==> config.mk <==
export PLATFORM = sky130hd
export DESIGN_NAME = uart_wb_bridge_flat
export DESIGN_NICKNAME = d
export VERILOG_FILES = /design/src/rtl/uart_wb_pkg.sv /design/src/rtl/uart_wb_bridge_if.sv /design/src/rtl/uart_rx_byte.sv /design/src/rtl/uart_wb_bridge.sv /design/src/flat_wrapper.sv
export SDC_FILE = /design/constraint.sdc
export NUM_CORES = 1
export LEC_CHECK = 0
export ABC_CLOCK_PERIOD_IN_PS = 5500
export CAP_MARGIN = 5
export CORE_MARGIN = 5
export CORE_UTILIZATION = 45
export DETAILED_ROUTE_END_ITERATION = 10
export GPL_TIMING_DRIVEN = 0
export PLACE_DENSITY = 0.67
export SLEW_MARGIN = 20
export SYNTH_ARGS = -nofsm -noshare
export SYNTH_HDL_FRONTEND = slang
export SYNTH_SLANG_ARGS = --single-unit
export TNS_END_PERCENT = 10
==> constraint.sdc <==
create_clock -name sys_clk -period 5.5 [get_ports sys_clk]
set_clock_uncertainty 0.05 [all_clocks]
set_input_delay 0.825 -clock sys_clk [delete_from_list [all_inputs] [get_ports sys_clk]]
set_output_delay 0.825 -clock sys_clk [all_outputs]
set_load 0.02 [all_outputs]
==> src/rtl/uart_wb_pkg.sv <==
// Shared constants for the UART-to-Wishbone debug bridge: opcodes, status
// codes, bus tag width and the command parser state encoding.
package uart_wb_pkg;

  localparam logic [7:0] OP_WRITE   = 8'h57;
  localparam logic [7:0] OP_READ    = 8'h52;

  localparam logic [7:0] ST_ACK     = 8'h00;
  localparam logic [7:0] ST_ERR     = 8'h01;
  localparam logic [7:0] ST_TIMEOUT = 8'h02;

  localparam int TAG_WIDTH = 4;

  typedef enum logic [2:0] {
    P_IDLE,
    P_ADDR,
    P_WDATA,
    P_BUS,
    P_RESP
  } pstate_e;

  function automatic logic is_opcode(input logic [7:0] b);
    return (b == OP_WRITE) || (b == OP_READ);
  endfunction

endpackage

==> src/rtl/uart_wb_bridge_if.sv <==
// Single-master Wishbone bundle driven by the UART bridge.
interface uart_wb_bridge_if #(
  parameter int ADDR_WIDTH = 32
);
  import uart_wb_pkg::*;

  logic                  cyc;
  logic                  stb;
  logic                  we;
  logic [TAG_WIDTH-1:0]  tag;
  logic [3:0]            sel;
  logic [ADDR_WIDTH-1:0] adr;
  logic [31:0]           mosi;
  logic [31:0]           miso;
  logic                  ack;
  logic                  err;

  modport master (output cyc, stb, we, tag, sel, adr, mosi, input miso, ack, err);
  modport slave  (input cyc, stb, we, tag, sel, adr, mosi, output miso, ack, err);

endinterface

==> src/rtl/uart_rx_byte.sv <==
// 8N1 UART receiver: 2-flop synchroniser, mid-bit sampling, one-cycle
// byte_valid_o pulse per byte whose stop bit samples high.
module uart_rx_byte #(
  parameter int CLKS_PER_BIT = 260
) (
  input  logic       clk_i,
  input  logic       rst_i,
  input  logic       rx_i,
  output logic       byte_valid_o,
  output logic [7:0] byte_o
);
  localparam logic [15:0] LAST = 16'(CLKS_PER_BIT - 1);
  localparam logic [15:0] MID  = 16'(CLKS_PER_BIT / 2);

  typedef enum logic [1:0] {R_IDLE, R_START, R_DATA, R_STOP} rstate_e;

  rstate_e     st_q;
  logic        s1_q, s2_q, prev_q, vld_q;
  logic [15:0] cnt_q;
  logic [2:0]  bit_q;
  logic [7:0]  sh_q;

  always_ff @(posedge clk_i) begin
    if (rst_i) begin
      s1_q   <= 1'b1;
      s2_q   <= 1'b1;
      prev_q <= 1'b1;
      st_q   <= R_IDLE;
      cnt_q  <= '0;
      bit_q  <= '0;
      sh_q   <= '0;
      vld_q  <= 1'b0;
    end else begin
      s1_q   <= rx_i;
      s2_q   <= s1_q;
      prev_q <= s2_q;
      vld_q  <= 1'b0;
      cnt_q  <= (st_q == R_IDLE || cnt_q == LAST) ? '0 : cnt_q + 16'd1;
      // Every sample is taken at MID; bit boundaries fall on the counter wrap.
      case (st_q)
        R_IDLE:  if (prev_q && !s2_q) st_q <= R_START;
        R_START: begin
          if (cnt_q == MID && s2_q) st_q <= R_IDLE;
          else if (cnt_q == LAST) begin
            st_q  <= R_DATA;
            bit_q <= '0;
          end
        end
        R_DATA: begin
          if (cnt_q == MID) sh_q <= {s2_q, sh_q[7:1]};
          if (cnt_q == LAST) begin
            bit_q <= bit_q + 3'd1;
            if (bit_q == 3'd7) st_q <= R_STOP;
          end
        end
        R_STOP: if (cnt_q == MID) begin
          vld_q <= s2_q;
          st_q  <= R_IDLE;
        end
        default: st_q <= R_IDLE;
      endcase
    end
  end

  assign byte_valid_o = vld_q;
  assign byte_o       = sh_q;

endmodule

==> src/rtl/uart_wb_bridge.sv <==
// UART-driven Wishbone master: parses 'W'/'R' command frames, runs one bus
// cycle, replies over UART. Define UART_WB_BRIDGE_TIMEOUT_EN for bus timeout.
module uart_wb_bridge
  import uart_wb_pkg::*;
#(
  parameter int CLKS_PER_BIT   = 260,
  parameter int ADDR_WIDTH     = 32,
  parameter int TIMEOUT_CYCLES = 4096
) (
  input  logic sys_clk,
  input  logic sys_rst,
  input  logic uart_rx,
  output logic uart_tx,
  output logic busy,
  uart_wb_bridge_if.master wb
);
  localparam logic [15:0] TX_LAST = 16'(CLKS_PER_BIT - 1);

  if (CLKS_PER_BIT < 4 || TIMEOUT_CYCLES < 1) begin : g_bad_param
    $error("uart_wb_bridge: CLKS_PER_BIT must be >= 4 and TIMEOUT_CYCLES >= 1");
  end

  logic                  rx_vld;
  logic [7:0]            rx_byte;
  pstate_e               state_q, state_d;
  logic                  we_q;
  logic [1:0]            bcnt_q;
  logic [ADDR_WIDTH-1:0] adr_q;
  logic [31:0]           wdat_q;
  logic [9:0]            tx_sh_q;
  logic [15:0]           tx_cnt_q;
  logic [3:0]            tx_bit_q;
  logic                  tx_act_q;
  logic [31:0]           resp_q;
  logic [2:0]            left_q;
  logic                  tmo_hit, term, tx_done;
  logic [7:0]            status;
  logic [39:0]           resp_full;

  uart_rx_byte #(.CLKS_PER_BIT(CLKS_PER_BIT)) u_rx (
    .clk_i        (sys_clk),
    .rst_i        (sys_rst),
    .rx_i         (uart_rx),
    .byte_valid_o (rx_vld),
    .byte_o       (rx_byte)
  );

`ifdef UART_WB_BRIDGE_TIMEOUT_EN
  logic [31:0] tmo_q;
  always_ff @(posedge sys_clk) begin
    if (sys_rst || state_q != P_BUS) tmo_q <= '0;
    else                             tmo_q <= tmo_q + 32'd1;
  end
  assign tmo_hit = (state_q == P_BUS) && (tmo_q == 32'(TIMEOUT_CYCLES - 1));
`else
  assign tmo_hit = 1'b0;
`endif

  // err beats ack, ack beats a timeout landing in the same cycle
  assign term      = (state_q == P_BUS) && (wb.ack || wb.err || tmo_hit);
  assign status    = wb.err ? ST_ERR : (wb.ack ? ST_ACK : ST_TIMEOUT);
  assign resp_full = we_q ? {status, 32'h0}
                          : {((wb.ack && !wb.err) ? wb.miso : 32'h0), status};
  assign tx_done   = tx_act_q && (tx_cnt_q == TX_LAST) && (tx_bit_q == 4'd9);

  always_ff @(posedge sys_clk) begin
    if (sys_rst) state_q <= P_IDLE;
    else         state_q <= state_d;
  end

  always_comb begin
    state_d = state_q;
    case (state_q)
      P_IDLE:  if (rx_vld && is_opcode(rx_byte))  state_d = P_ADDR;
      P_ADDR:  if (rx_vld && bcnt_q == 2'd3)      state_d = we_q ? P_WDATA : P_BUS;
      P_WDATA: if (rx_vld && bcnt_q == 2'd3)      state_d = P_BUS;
      P_BUS:   if (term)                          state_d = P_RESP;
      P_RESP:  if (tx_done && left_q == 3'd0)     state_d = P_IDLE;
      default: state_d = P_IDLE;
    endcase
  end

  always_comb begin
    wb.cyc  = 1'b0;
    wb.stb  = 1'b0;
    wb.we   = 1'b0;
    wb.tag  = '0;
    wb.sel  = 4'h0;
    wb.adr  = '0;
    wb.mosi = '0;
    busy    = (state_q != P_IDLE);
    if (state_q == P_BUS) begin
      wb.cyc  = 1'b1;
      wb.stb  = 1'b1;
      wb.we   = we_q;
      wb.sel  = 4'hF;
      wb.adr  = adr_q;
      wb.mosi = wdat_q;
    end
  end

  always_ff @(posedge sys_clk) begin
    if (sys_rst) begin
      we_q     <= 1'b0;
      bcnt_q   <= '0;
      adr_q    <= '0;
      wdat_q   <= '0;
      tx_sh_q  <= '1;
      tx_cnt_q <= '0;
      tx_bit_q <= '0;
      tx_act_q <= 1'b0;
      resp_q   <= '0;
      left_q   <= '0;
    end else begin
      if (rx_vld) begin
        case (state_q)
          P_IDLE: begin
            we_q   <= (rx_byte == OP_WRITE);
            bcnt_q <= '0;
          end
          P_ADDR: begin
            adr_q  <= ADDR_WIDTH'({adr_q, rx_byte});
            bcnt_q <= bcnt_q + 2'd1;
          end
          P_WDATA: begin
            wdat_q <= {wdat_q[23:0], rx_byte};
            bcnt_q <= bcnt_q + 2'd1;
          end
          default: ;
        endcase
      end
      if (tx_act_q) begin
        tx_cnt_q <= (tx_cnt_q == TX_LAST) ? '0 : tx_cnt_q + 16'd1;
        if (tx_cnt_q == TX_LAST) begin
          tx_sh_q  <= {1'b1, tx_sh_q[9:1]};
          tx_bit_q <= tx_bit_q + 4'd1;
        end
      end
      // First response byte is loaded on the terminating edge so its start
      // bit appears the very next cycle; later bytes follow back-to-back.
      if (term) begin
        tx_sh_q  <= {1'b1, resp_full[39:32], 1'b0};
        resp_q   <= resp_full[31:0];
        left_q   <= we_q ? 3'd0 : 3'd4;
        tx_act_q <= 1'b1;
        tx_cnt_q <= '0;
        tx_bit_q <= '0;
      end else if (tx_done) begin
        if (left_q != 3'd0) begin
          tx_sh_q  <= {1'b1, resp_q[31:24], 1'b0};
          resp_q   <= {resp_q[23:0], 8'h0};
          left_q   <= left_q - 3'd1;
          tx_cnt_q <= '0;
          tx_bit_q <= '0;
        end else begin
          tx_act_q <= 1'b0;
        end
      end
    end
  end

  assign uart_tx = tx_sh_q[0];

endmodule

==> src/flat_wrapper.sv <==
// flat-port wrapper written by rule: the top's interface ports become plain ports
module uart_wb_bridge_flat import uart_wb_pkg::*;
#(
  parameter int CLKS_PER_BIT   = 260,
  parameter int ADDR_WIDTH     = 32,
  parameter int TIMEOUT_CYCLES = 4096
)
  (sys_clk, sys_rst, uart_rx, uart_tx, busy, wb_cyc, wb_stb, wb_we, wb_tag, wb_sel, wb_adr, wb_mosi, wb_miso, wb_ack, wb_err);
  uart_wb_bridge_if #(.ADDR_WIDTH(ADDR_WIDTH)) wb_i ();
  input  logic sys_clk;
  input  logic sys_rst;
  input  logic uart_rx;
  output logic uart_tx;
  output logic busy;
  output wire logic [$bits(wb_i.cyc)-1:0] wb_cyc;
  output wire logic [$bits(wb_i.stb)-1:0] wb_stb;
  output wire logic [$bits(wb_i.we)-1:0] wb_we;
  output wire logic [$bits(wb_i.tag)-1:0] wb_tag;
  output wire logic [$bits(wb_i.sel)-1:0] wb_sel;
  output wire logic [$bits(wb_i.adr)-1:0] wb_adr;
  output wire logic [$bits(wb_i.mosi)-1:0] wb_mosi;
  input wire logic [$bits(wb_i.miso)-1:0] wb_miso;
  input wire logic [$bits(wb_i.ack)-1:0] wb_ack;
  input wire logic [$bits(wb_i.err)-1:0] wb_err;
  assign wb_cyc = wb_i.cyc;
  assign wb_stb = wb_i.stb;
  assign wb_we = wb_i.we;
  assign wb_tag = wb_i.tag;
  assign wb_sel = wb_i.sel;
  assign wb_adr = wb_i.adr;
  assign wb_mosi = wb_i.mosi;
  assign wb_i.miso = wb_miso;
  assign wb_i.ack = wb_ack;
  assign wb_i.err = wb_err;
  uart_wb_bridge #(.CLKS_PER_BIT(CLKS_PER_BIT), .ADDR_WIDTH(ADDR_WIDTH), .TIMEOUT_CYCLES(TIMEOUT_CYCLES)) u_core (.sys_clk(sys_clk), .sys_rst(sys_rst), .uart_rx(uart_rx), .uart_tx(uart_tx), .busy(busy), .wb(wb_i));
endmodule
==> out/qor.log, run 1 <==
[status] run status finished clean
[route] Detail Route met3 WL 802 um
[floorplanning] core area 0.0160 mm2
[synth] most common cell in the synthesized netlist nand2_1
[synth] FFs w/ async S/R, synth 0%
[global_route] initial antenna violation count 0
[route] DRC violation count after routing 0
[clock_network] post_cts resized 0
[synth] share of the synthesized area in the top cell type 44.3%
[sta] clock period minus final worst setup slack 3.79 ns
[route] met1 layer wirelength in the final routing 8.70 mm
[placed_design] quantity of I/O buffers inserted on ports 109
[route] DR vias/cell 5.10
[floorplanning] row count 46
[synth] EDFF count, synth 0
[synth] most common flop cell mapped by yosys dfxtp_1
[power] pwr/cell area 267 mW/mm2
[synth] mux cell area share after synthesis 2.44%
[power] Peak supply drop 0.227 mV
[route] antenna viol nets, final 0
[sta] number of setup violations in the final report 0
[synth] simple-gate share of the synthesized area 29.0%
[placed_design] cell count after placement 1,205
[synth] main area contributors after synthesis dfxtp_1 44%, nand2_1 8.4%, a21oi_1 5.9%, and2_1 5.7%, nor2_1 4.1%
[placed_design] HPWL after detailed placement 13.0 mm
[critical_path] CP required 4.62 ns
[floorplanning] Top Ports 114
[global_route] wire length of the first global-routing pass 29.1 mm
[floorplanning] Die Y-Extent 138 um
[placed_design] gp weighted congestion 0.817
[route] iteration-0 DRC count of the detailed router 311
[clock_network] quantity of hold-fixing buffers added after cts 0
[route] DRT Wirelength 18.0 mm
[clock_network] clock transition at the registers of the reported paths 0.06 ns
[finish] share of layout cells above drive strength 1 8.33%
[run] number of violations of the max-capacitance limit 0
[finish] antenna fix cells 0
[global_route] largest net degree at the start of global routing 17
[sta] Max Fclk 264 MHz
[synth] mean instance size in the synthesized netlist 8.40 um2
[floorplanning] initial core utilization 46.1%
[sta] setup total negative slack 0 ns
[finish] total area of sequential cells 0.00326 mm2
[finish] combined area of the multi-input logic cells 0.00374 mm2
[sta] max-slew headroom at the worst pin 57.8%
[synth] number of distinct library cell variants in the gate-level netlist after synthesis 58
[synth] #FFs+latches synth 163
[synth] combinational family with the most area after synthesis simple AND/OR/NAND/NOR gates
[sta] total count of hold-check failures in the final report 0
[synth] synthesized-area fraction occupied by xor and xnor cells 3.45%
[floorplanning] Die ar. 0.0190 mm2
[finish] final standard cell count with taps included and fillers excluded 1,236
[synth] netlist area before placement 0.00737 mm2
[sta] transition time at the pin with the least slew margin 0.634 ns
[critical_path] highest net fanout along the worst path 10
[synth] sequential cell area fraction in the yosys report 44.3%
[synth] Synth warnings 0
[global_route] Tot GR Track Use 19.3%
[route] number of iterations in the first detailed-routing pass 4
[sta] unrepaired setup endpoints after global routing false
[critical_path] Reg2Reg Setup Slack 3.41 ns
[synth] post-synthesis adder-cell area fraction 1.70%
[sta] share of the clock period used by the worst path 68.9%
[synth] Compound-Gate Fraction of Synth Area 14.0%
[clock_network] total clock buffers created by CTS 17
[critical_path] critical path start-end classification reg2out
[route] average detailed-routed wire length per instance 14.6 um
[global_route] GRT Residual Overflow 0
[clock_network] Sink Count 163
[critical_path] Startpoint Class register
[clock_network] clock tree from TritonCTS yes
[clock_network] deepest clock path buffer count 2
[finish] fill cell count 1,489
[finish] post-layout net count 1,055
[route] DR WL met2 8.29 mm
[power] overall power consumption 2.49 mW
[synth] count of mapped cells out of synthesis 877
[route] top layer reached by signal wires met4
[clock_network] clock root buffer clkbuf_16
[synth] cell taking the most area after synthesis dfxtp_1
[critical_path] critical path capture point type output port
[sta] max-slew violation count 0
[route] routed vias 6,298
[critical_path] arrival time worst endpoint 2.91 ns
[clock_network] clock insertion delay at the later pin of the skew report 0.43 ns
[floorplanning] die width 138 um
[clock_network] H-tree level count 4
[clock_network] setup repair bufs after CTS 0
[global_route] number of global-route vias before repair 5,892
[power] Leakage Power 3.38 nW
[synth] ranking of synthesized cells by instance count 164 x nand2_1, 163 x dfxtp_1, 87 x a21oi_1, 81 x nor2_1, 67 x and2_1
[worst_hold_path] worst hold-check path type reg2reg
[finish] Area Growth Syn to Fin 27.0%
==> sequential cells by signal (all words and copies together) (netlist names), 2 cells and up, named ones only <==
register,flops
u_core.adr_q,32
u_core.wdat_q,32
u_core.resp_q,26
u_core.tx_cnt_q,16
u_core.u_rx.cnt_q,16
u_core.tx_sh_q,10
u_core.u_rx.byte_o,8
u_core.tx_bit_q,4
u_core.left_q,3
u_core.state_q,3
u_core.u_rx.bit_q,3
u_core.bcnt_q,2
==> where the power goes <==
group,internal (mW),switching (mW),leakage [nW]
clock,0.732,0.503,0.294
sequential,1.18,0.00253,1.31
combinational,0.0351,0.0379,1.77
==> worst max-delay path, cell delays in order, from the launching register on <==
cell             delay, ns
dfxtp_1               0.37
nand3b_4              0.21
inv_1                 0.27
clkbuf_1              0.48
clkbuf_1              0.36
and2_1                0.19
clkdlybuf4s50_1       0.61
==> layout make-up <==
type	instances	share of cell area, %
clock inverter	13	1.87
sequential	163	34.9
multi-input combinational	642	40.0
buffer	64	3.58
clock buffer	18	4.69
inverter	11	0.441
tap	216	2.89
timing repair buffer	109	11.7
==> placed cells by master, fill, tap and decap left out, types with 4 or more instances in the layout <==
cell type        netlist  routed
nand2_1              164     164
dfxtp_1              163     163
clkdlybuf4s50_1        0     109
a21oi_1               87      87
nor2_1                81      81
and2_1                67      67
clkbuf_1              39      39
nor3_1                23      23
mux2i_1               18      18
o21ai_0               17      17
clkbuf_16              0      17
xor2_1                16      16
nand4_1               13      13
buf_4                 13      13
xnor2_1               13      13
nand3_1               11      11
inv_1                 11      11
a221oi_2              10      10
ha_1                  10      10
a31oi_1                8       8
nand2b_1               8       8
a221oi_1               8       8
a211o_1                7       7
buf_2                  7       7
or3_1                  7       7
and4_1                 6       6
nor2b_1                6       6
nand3b_1               5       5
buf_6                  5       5
a22o_1                 5       5
nor4_1                 4       4
and3_1                 4       4
conb_1                 1       4
inv_6                  0       4
clkinv_4               0       4
==> per-layer routing <==
layer | GRT usage [%] | up-vias
met4 | 5.87 | 0
li1 | - | 3238
met1 | 26.3 | 2941
met3 | 4.83 | 15
met2 | 30.1 | 104
met5 | 0 | -
==> stage by stage <==
step	setup WS (ns)	utilization (%)	hold slack, ns	area, um2
6_report	1.71	58.5	0.360	9360
5_1_grt	1.51	58.5	0.379	9360
4_1_cts	1.68	58.5	0.364	9360
3_5_place_dp	2.14	54.6	0.348	8740
3_3_place_gp	2.15	54.6	0.342	8740
2_1_floorplan	3.23	-	0.339	7380
==> final timing paths <==
path | end | cells past startpoint | start
max | wb_mosi[13] | 6 | u_core.state_q[2]
min | u_core.u_rx.s2_q | 1 | u_core.u_rx.s1_q
max reg2reg | u_core.resp_q[11] | 6 | u_core.state_q[2]
min reg2reg | u_core.u_rx.s2_q | 1 | u_core.u_rx.s1_q
==> cell families after synthesis <==
group / after synthesis
adders and majority gates: 10
DFF: 163
and+or+nand+nor: 425
AOI/OAI and AO/OA: 156
xor gates and xnor gates: 29
other: 1
buffers and inverters: 75
muxes: 18
Power figures use the tool's default switching activity.
==> run 2: changes to the inputs <==
- ABC_CLOCK_PERIOD_IN_PS: 5500 -> 3220
- PLACE_DENSITY: 0.67 -> 0.69
- clock period: 5.5 -> 3.22 ns (I/O delays scaled with it)
==> out/qor.log, run 2 (synthesis gave the netlist of run 1 again) <==
[critical_path] critical path capture point type output port
[placed_design] HPWL after detailed placement 13.1 mm [+1.4%]
[route] DRT Wirelength 18.0 mm [+0.18%]
[sta] share of the clock period used by the worst path 95.9%
[clock_network] clock insertion delay at the later pin of the skew report 0.43 ns [about the same]
[placed_design] gp weighted congestion 0.853 [+4.3%]
[global_route] GRT Residual Overflow 0 [unchanged]
[placed_design] placed cell area 0.00874 mm2 [unchanged]
[worst_hold_path] Hold EP u_core.u_rx.s2_q
[placed_design] quantity of I/O buffers inserted on ports 109 [unchanged]
[finish] share of layout cells above drive strength 1 8.52% [+0.19 points]
[power] Leakage Power 3.41 nW [+0.79%]
[clock_network] clock root buffer clkbuf_16
[global_route] Tot GR Track Use 19.4% [+0.16 points]
[clock_network] quantity of hold-fixing buffers added after cts 0 [unchanged]
[route] iteration-0 DRC count of the detailed router 323 [+3.9%]
[critical_path] crit path cell chain nand3b_4 -> inv_1 -> buf_2 -> clkbuf_2 -> and2_1 -> clkdlybuf4s50_1
[clock_network] deepest clock path buffer count 2 [unchanged]
[worst_hold_path] worst hold-check path type reg2reg
[clock_network] total clock buffers created by CTS 17 [unchanged]
[sta] max-slew violation count 0 [unchanged]
[critical_path] highest net fanout along the worst path 10 [unchanged]
[route] routed vias 6,325 [+0.43%]
[critical_path] arrival time worst endpoint 2.56 ns [-0.35 ns]
[floorplanning] Die Y-Extent 138 um [unchanged]
[sta] Max Fclk 324 MHz
[critical_path] Reg2Reg Setup Slack 1.12 ns [-2.29 ns]
[placed_design] cell count after placement 1,205 [unchanged]
[critical_path] crit path max-delay cell type clkdlybuf4s50_1
[floorplanning] row count 46 [unchanged]
[critical_path] Top Family by Delay on Critical Path buffers and inverters
[sta] total count of hold-check failures in the final report 0 [unchanged]
[sta] clock period minus final worst setup slack 3.09 ns
[global_route] initial antenna violation count 0 [unchanged]
[finish] post-layout net count 1,055 [unchanged]
[finish] registers with the most flip-flops u_core.adr_q: 32 flops, u_core.wdat_q: 32 flops, u_core.resp_q: 26 flops
[route] average detailed-routed wire length per instance 14.6 um [+0.10%]
[power] pwr/cell area 462 mW/mm2 [+73%]
[route] antenna viol nets, final 0 [unchanged]
[floorplanning] Top Ports 114 [unchanged]
[route] DR vias/cell 5.11 [+0.35%]
[critical_path] delay contributed by the slowest stage of the critical path 0.62 ns [about the same]
[global_route] wire length of the first global-routing pass 29.2 mm [+0.50%]
[clock_network] clock tree from TritonCTS yes
[sta] number of setup violations in the final report 0 [unchanged]
[sta] transition time at the pin with the least slew margin 0.707 ns [+0.0731 ns]
[critical_path] r2r worst-path depth 6 [unchanged]
[floorplanning] die width 138 um [unchanged]
[finish] top library cells by usage in the layout, fill and taps aside 164 x nand2_1, 163 x dfxtp_1, 109 x clkdlybuf4s50_1, 87 x a21oi_1, 81 x nor2_1
[power] Peak supply drop 0.418 mV [+84%]
[worst_hold_path] worst hold stages 1 [unchanged]
[critical_path] Startpoint Class register
[power] overall power consumption 4.33 mW [+74%]
[finish] antenna fix cells 0 [unchanged]
[clock_network] Sink Count 163 [unchanged]
[floorplanning] Die ar. 0.0190 mm2 [unchanged]
[floorplanning] core area 0.0160 mm2 [unchanged]
[clock_network] clock transition at the registers of the reported paths 0.06 ns [about the same]
[route] DRC violation count after routing 0 [unchanged]
[global_route] number of global-route vias before repair 5,921 [+0.49%]
[finish] final standard cell count with taps included and fillers excluded 1,237 [+0.081%]
[route] number of iterations in the first detailed-routing pass 4 [unchanged]
[critical_path] number of buffer and inverter stages on the critical path 4 [unchanged]
[finish] most frequent standard cell in the layout excluding fill and tap cells nand2_1
[run] number of violations of the max-capacitance limit 0 [unchanged]
[global_route] largest net degree at the start of global routing 17 [unchanged]
[critical_path] critical path start-end classification reg2out
[clock_network] setup repair bufs after CTS 0 [unchanged]
[critical_path] endpoint of the most critical register-to-register path u_core.resp_q[13]
[finish] Area Growth Syn to Fin 27.3%
[worst_hold_path] hold path startpoint u_core.u_rx.s1_q
[critical_path] RR Startpoint u_core.state_q[2]
[clock_network] H-tree level count 4 [unchanged]
[floorplanning] initial core utilization 46.1% [unchanged]
[finish] Final Instance Area 0.00939 mm2 [+0.29%]
[sta] setup total negative slack 0 ns [unchanged]
[sta] max-slew headroom at the worst pin 52.9% [-4.9 points]
[sta] unrepaired setup endpoints after global routing false
[critical_path] CP required 2.69 ns [-1.93 ns]
[status] run status finished clean
-- run 2: cell types whose count changed in the layout (fill, tap and decap cells not counted), moves of 2 or more --
cell      change
clkinv_4      -4
inv_6         -4
clkbuf_8      +3
clkinv_2      +3
clkbuf_2      +2
-- run 2: timing repair --
action | CTS | global route
gates resized for setup | 3 | 1
setup endpoints to repair | 20 | 2
endpoints found under the hold margin | 0 | 0
-- run 2: area by class of cell --
class,instances,area [um2]
fill,1546,6620
multi-input combinational,642,3740
sequential,163,3260
timing repair buffer,109,1090
clock buffer,23,488
buffer,64,339
tap,216,270
clock inverter,9,150
inverter,11,41.3
-- run 2: worst max-delay path by stage --
stage | startpoint | end | slack, ns | cells past startpoint
6_report | u_core.state_q[2] | wb_mosi[12] | 0.13 | 6
5_1_grt | u_core.state_q[2] | wb_mosi[15] | 0.004 | 6
4_1_cts | u_core.state_q[2] | wb_mosi[12] | 0.06 | 6
3_5_place_dp | u_core.state_q[2] | wb_mosi[11] | 0.28 | 6
3_3_place_gp | u_core.state_q[2] | wb_mosi[15] | 0.30 | 6
2_1_floorplan | u_core.state_q[2] | wb_mosi[22] | 1.29 | 4
-- run 2: stage by stage --
step / hold slack [ns] / setup slack, ns / utilization, %
after floorplan: 0.339 / 1.29 / -
after global placement: 0.342 / 0.295 / 54.6
after detailed placement: 0.348 / 0.280 / 54.6
after CTS: 0.362 / 0.0641 / 58.7
after global routing: 0.383 / 0.00428 / 58.7
final: 0.358 / 0.131 / 58.7
-- run 2: routing by layer --
metal / vias to the layer above / part of all wire [%] / wire length, um / global-route usage (%)
met5: - / 0 / 0 / 0
met4: 0 / 1.6 / 288 / 6.81
met3: 24 / 4.5 / 809 / 4.61
met2: 118 / 47 / 8560 / 31.0
met1: 2952 / 46 / 8370 / 25.8
li1: 3231 / - / - / -
-- run 2: where the power goes --
| part | leakage (nW) | internal [mW] | switching, mW |
|---|---|---|---|
| registers | 1.31 | 2.02 | 0.00446 |
| logic | 1.79 | 0.0598 | 0.0652 |
| clock network | 0.309 | 1.38 | 0.804 |
-- run 2: worst register-to-register path, cell delays in order (launching register included) --
cell and delay (ns):
dfxtp_1 0.45, nand3b_4 0.22, inv_1 0.14, o21ai_0 0.22, nand2b_1 0.14, a21oi_1 0.58, a22o_1 0.26
==> run 3: changes to the inputs <==
- CORE_ASPECT_RATIO: default -> 0.5
==> out/qor.log, run 3 (synthesis gave the netlist of run 1 again) <==
[power] pwr/cell area 460 mW/mm2 [-0.37%]
[finish] post-layout net count 1,055 [unchanged]
[power] combinational power share 2.9% [about the same]
[finish] share of layout cells above drive strength 1 8.62% [+0.098 points]
[clock_network] Sink Count 163 [unchanged]
[floorplanning] Die ar. 0.0192 mm2 [+0.82%]
[global_route] Tot GR Track Use 19.1% [-0.31 points]
[critical_path] CP required 2.69 ns [about the same]
[floorplanning] Die Y-Extent 101 um [-27%]
[placed_design] HPWL after detailed placement 12.9 mm [-1.5%]
[route] number of iterations in the first detailed-routing pass 5 [+1]
[route] average detailed-routed wire length per instance 14.4 um [-0.97%]
[worst_hold_path] worst hold-check path type reg2reg
[route] DRC violation count after routing 0 [unchanged]
[clock_network] clock tree from TritonCTS yes
[global_route] number of global-route vias before repair 6,112 [+3.2%]
[sta] Max Fclk 331 MHz [+2.2%]
[route] routed vias 6,458 [+2.1%]
[status] run status finished clean
[sta] setup total negative slack 0 ns [unchanged]
[finish] top library cells by usage in the layout, fill and taps aside 164 x nand2_1, 163 x dfxtp_1, 109 x clkdlybuf4s50_1, 87 x a21oi_1, 81 x nor2_1
[floorplanning] core area 0.0162 mm2 [+1.4%]
[route] DR vias/cell 5.17 [+1.2%]
[route] DRT Wirelength 18.0 mm [about the same]
[clock_network] H-tree level count 4 [unchanged]
[critical_path] highest net fanout along the worst path 10 [unchanged]
[placed_design] quantity of I/O buffers inserted on ports 109 [unchanged]
[sta] number of setup violations in the final report 0 [unchanged]
[power] switching power summed over all nets 0.895 mW [+2.5%]
[clock_network] setup repair bufs after CTS 0 [unchanged]
[finish] Area Growth Syn to Fin 27.5%
[finish] final standard cell count with taps included and fillers excluded 1,248 [+0.89%]
[critical_path] arrival time worst endpoint 2.49 ns [-0.07 ns]
[sta] unrepaired setup endpoints after global routing false
[placed_design] cell count after placement 1,216 [+0.91%]
[finish] Util after Layout 57.9% [-0.73 points]
[route] antenna viol nets, final 0 [unchanged]
[floorplanning] die width 191 um [+38%]
[power] internal cell power 3.43 mW [-0.88%]
[power] register share of total power 46.9% [about the same]
[run] number of violations of the max-capacitance limit 0 [unchanged]
[finish] antenna fix cells 0 [unchanged]
[floorplanning] row count 33 [-28%]
[sta] max-slew violation count 0 [unchanged]
[global_route] wire length of the first global-routing pass 30.1 mm [+3.2%]
[power] Sw Share 20.7% [+0.54 points]
[critical_path] critical path capture point type output port
[clock_network] deepest clock path buffer count 2 [unchanged]
[finish] fill cell count 1,432 [-7.4%]
[power] clock network power share 50.3% [about the same]
[clock_network] clock root buffer clkbuf_16
[power] Leakage Power 3.39 nW [-0.47%]
[global_route] initial antenna violation count 0 [unchanged]
[global_route] GRT Residual Overflow 0 [unchanged]
[floorplanning] Top Ports 114 [unchanged]
[route] iteration-0 DRC count of the detailed router 301 [-6.8%]
[critical_path] critical path start-end classification reg2out
[finish] most frequent standard cell in the layout excluding fill and tap cells nand2_1
[clock_network] clock transition at the registers of the reported paths 0.07 ns [about the same]
[sta] max-slew headroom at the worst pin 56.7% [+3.8 points]
[finish] registers with the most flip-flops u_core.adr_q: 32 flops, u_core.wdat_q: 32 flops, u_core.resp_q: 26 flops
[sta] total count of hold-check failures in the final report 0 [unchanged]
[placed_design] gp weighted congestion 0.813 [-4.7%]
[clock_network] total clock buffers created by CTS 17 [unchanged]
[global_route] largest net degree at the start of global routing 17 [unchanged]
[sta] share of the clock period used by the worst path 93.9% [-2.1 points]
[sta] clock period minus final worst setup slack 3.02 ns [-0.0664 ns]
[sta] transition time at the pin with the least slew margin 0.649 ns [-0.0577 ns]
[floorplanning] initial core utilization 45.4% [-0.64 points]
[clock_network] clock insertion delay at the later pin of the skew report 0.42 ns [about the same]
[power] Peak supply drop 0.357 mV [-15%]
[critical_path] Startpoint Class register
-- run 3: cell types whose count changed in the layout (fill, tap and decap cells not counted), sizes merged --
cell / delta
buf: -1
clkbuf: -1
clkinvlp: +1
inv: +1
-- run 3: layer usage --
metal / track usage (%) / wire length [um] / up-vias
met5: 0 / 0 / -
met4: 3.92 / 153 / 0
met3: 4.22 / 745 / 15
met2: 30.5 / 8310 / 142
met1: 26.9 / 8800 / 3064
li1: - / - / 3237
-- run 3: layout make-up --
class,count,area [um2],area share (%)
multi-input combinational,642,3740,39.8
buffer,64,339,3.61
tap,227,284,3.02
sequential,163,3260,34.7
clock buffer,21,460,4.90
clock inverter,11,175,1.86
inverter,11,45.0,0.479
timing repair buffer,109,1090,11.6
-- run 3: through the flow --
stage | hold WS [ns] | power [mW] | cell area (um2) | setup slack [ns]
after global placement | 0.343 | 2.19 | 8760 | 0.333
after detailed placement | 0.343 | 2.19 | 8760 | 0.322
after CTS | 0.349 | 4.36 | 9390 | 0.0111
after floorplan | 0.339 | 2.12 | 7380 | 1.29
after global routing | 0.354 | 4.46 | 9400 | 0.0358
final | 0.349 | 4.32 | 9400 | 0.197
-- run 3: critical path, stage by stage, from the launching register on --
cell             delay, ns
dfxtp_1               0.44
nand3b_4              0.22
clkinvlp_4            0.22
clkbuf_2              0.28
clkbuf_2              0.20
and2_1                0.17
clkdlybuf4s50_1       0.53
-- run 3: power groups by stage --
stage	Clock [mW]	Combinational (mW)	Sequential, mW
6_report	2.17	0.123	2.03
5_1_grt	2.30	0.134	2.03
4_1_cts	2.21	0.123	2.03
3_5_place_dp	0	0.123	2.07
3_3_place_gp	0	0.122	2.07
2_1_floorplan	0	0.0545	2.07
-- run 3: final timing paths --
kind                     start                end  slack (ns)  cells past startpoint
max          u_core.state_q[2]        wb_mosi[18]        0.20                      6
min reg2reg   u_core.u_rx.s1_q   u_core.u_rx.s2_q        0.35                      1
max reg2reg  u_core.state_q[2]  u_core.resp_q[14]        1.10                      6
min           u_core.u_rx.s1_q   u_core.u_rx.s2_q        0.35                      1
-- run 3: timing repair --
| item | CTS | global route |
|---|---|---|
| gates cloned | 0 | 0 |
| pin swaps | 0 | 0 |
| resized for setup | 1 | 5 |
| hold buffers | 0 | 0 |
| setup endpoints to repair | 20 | 32 |
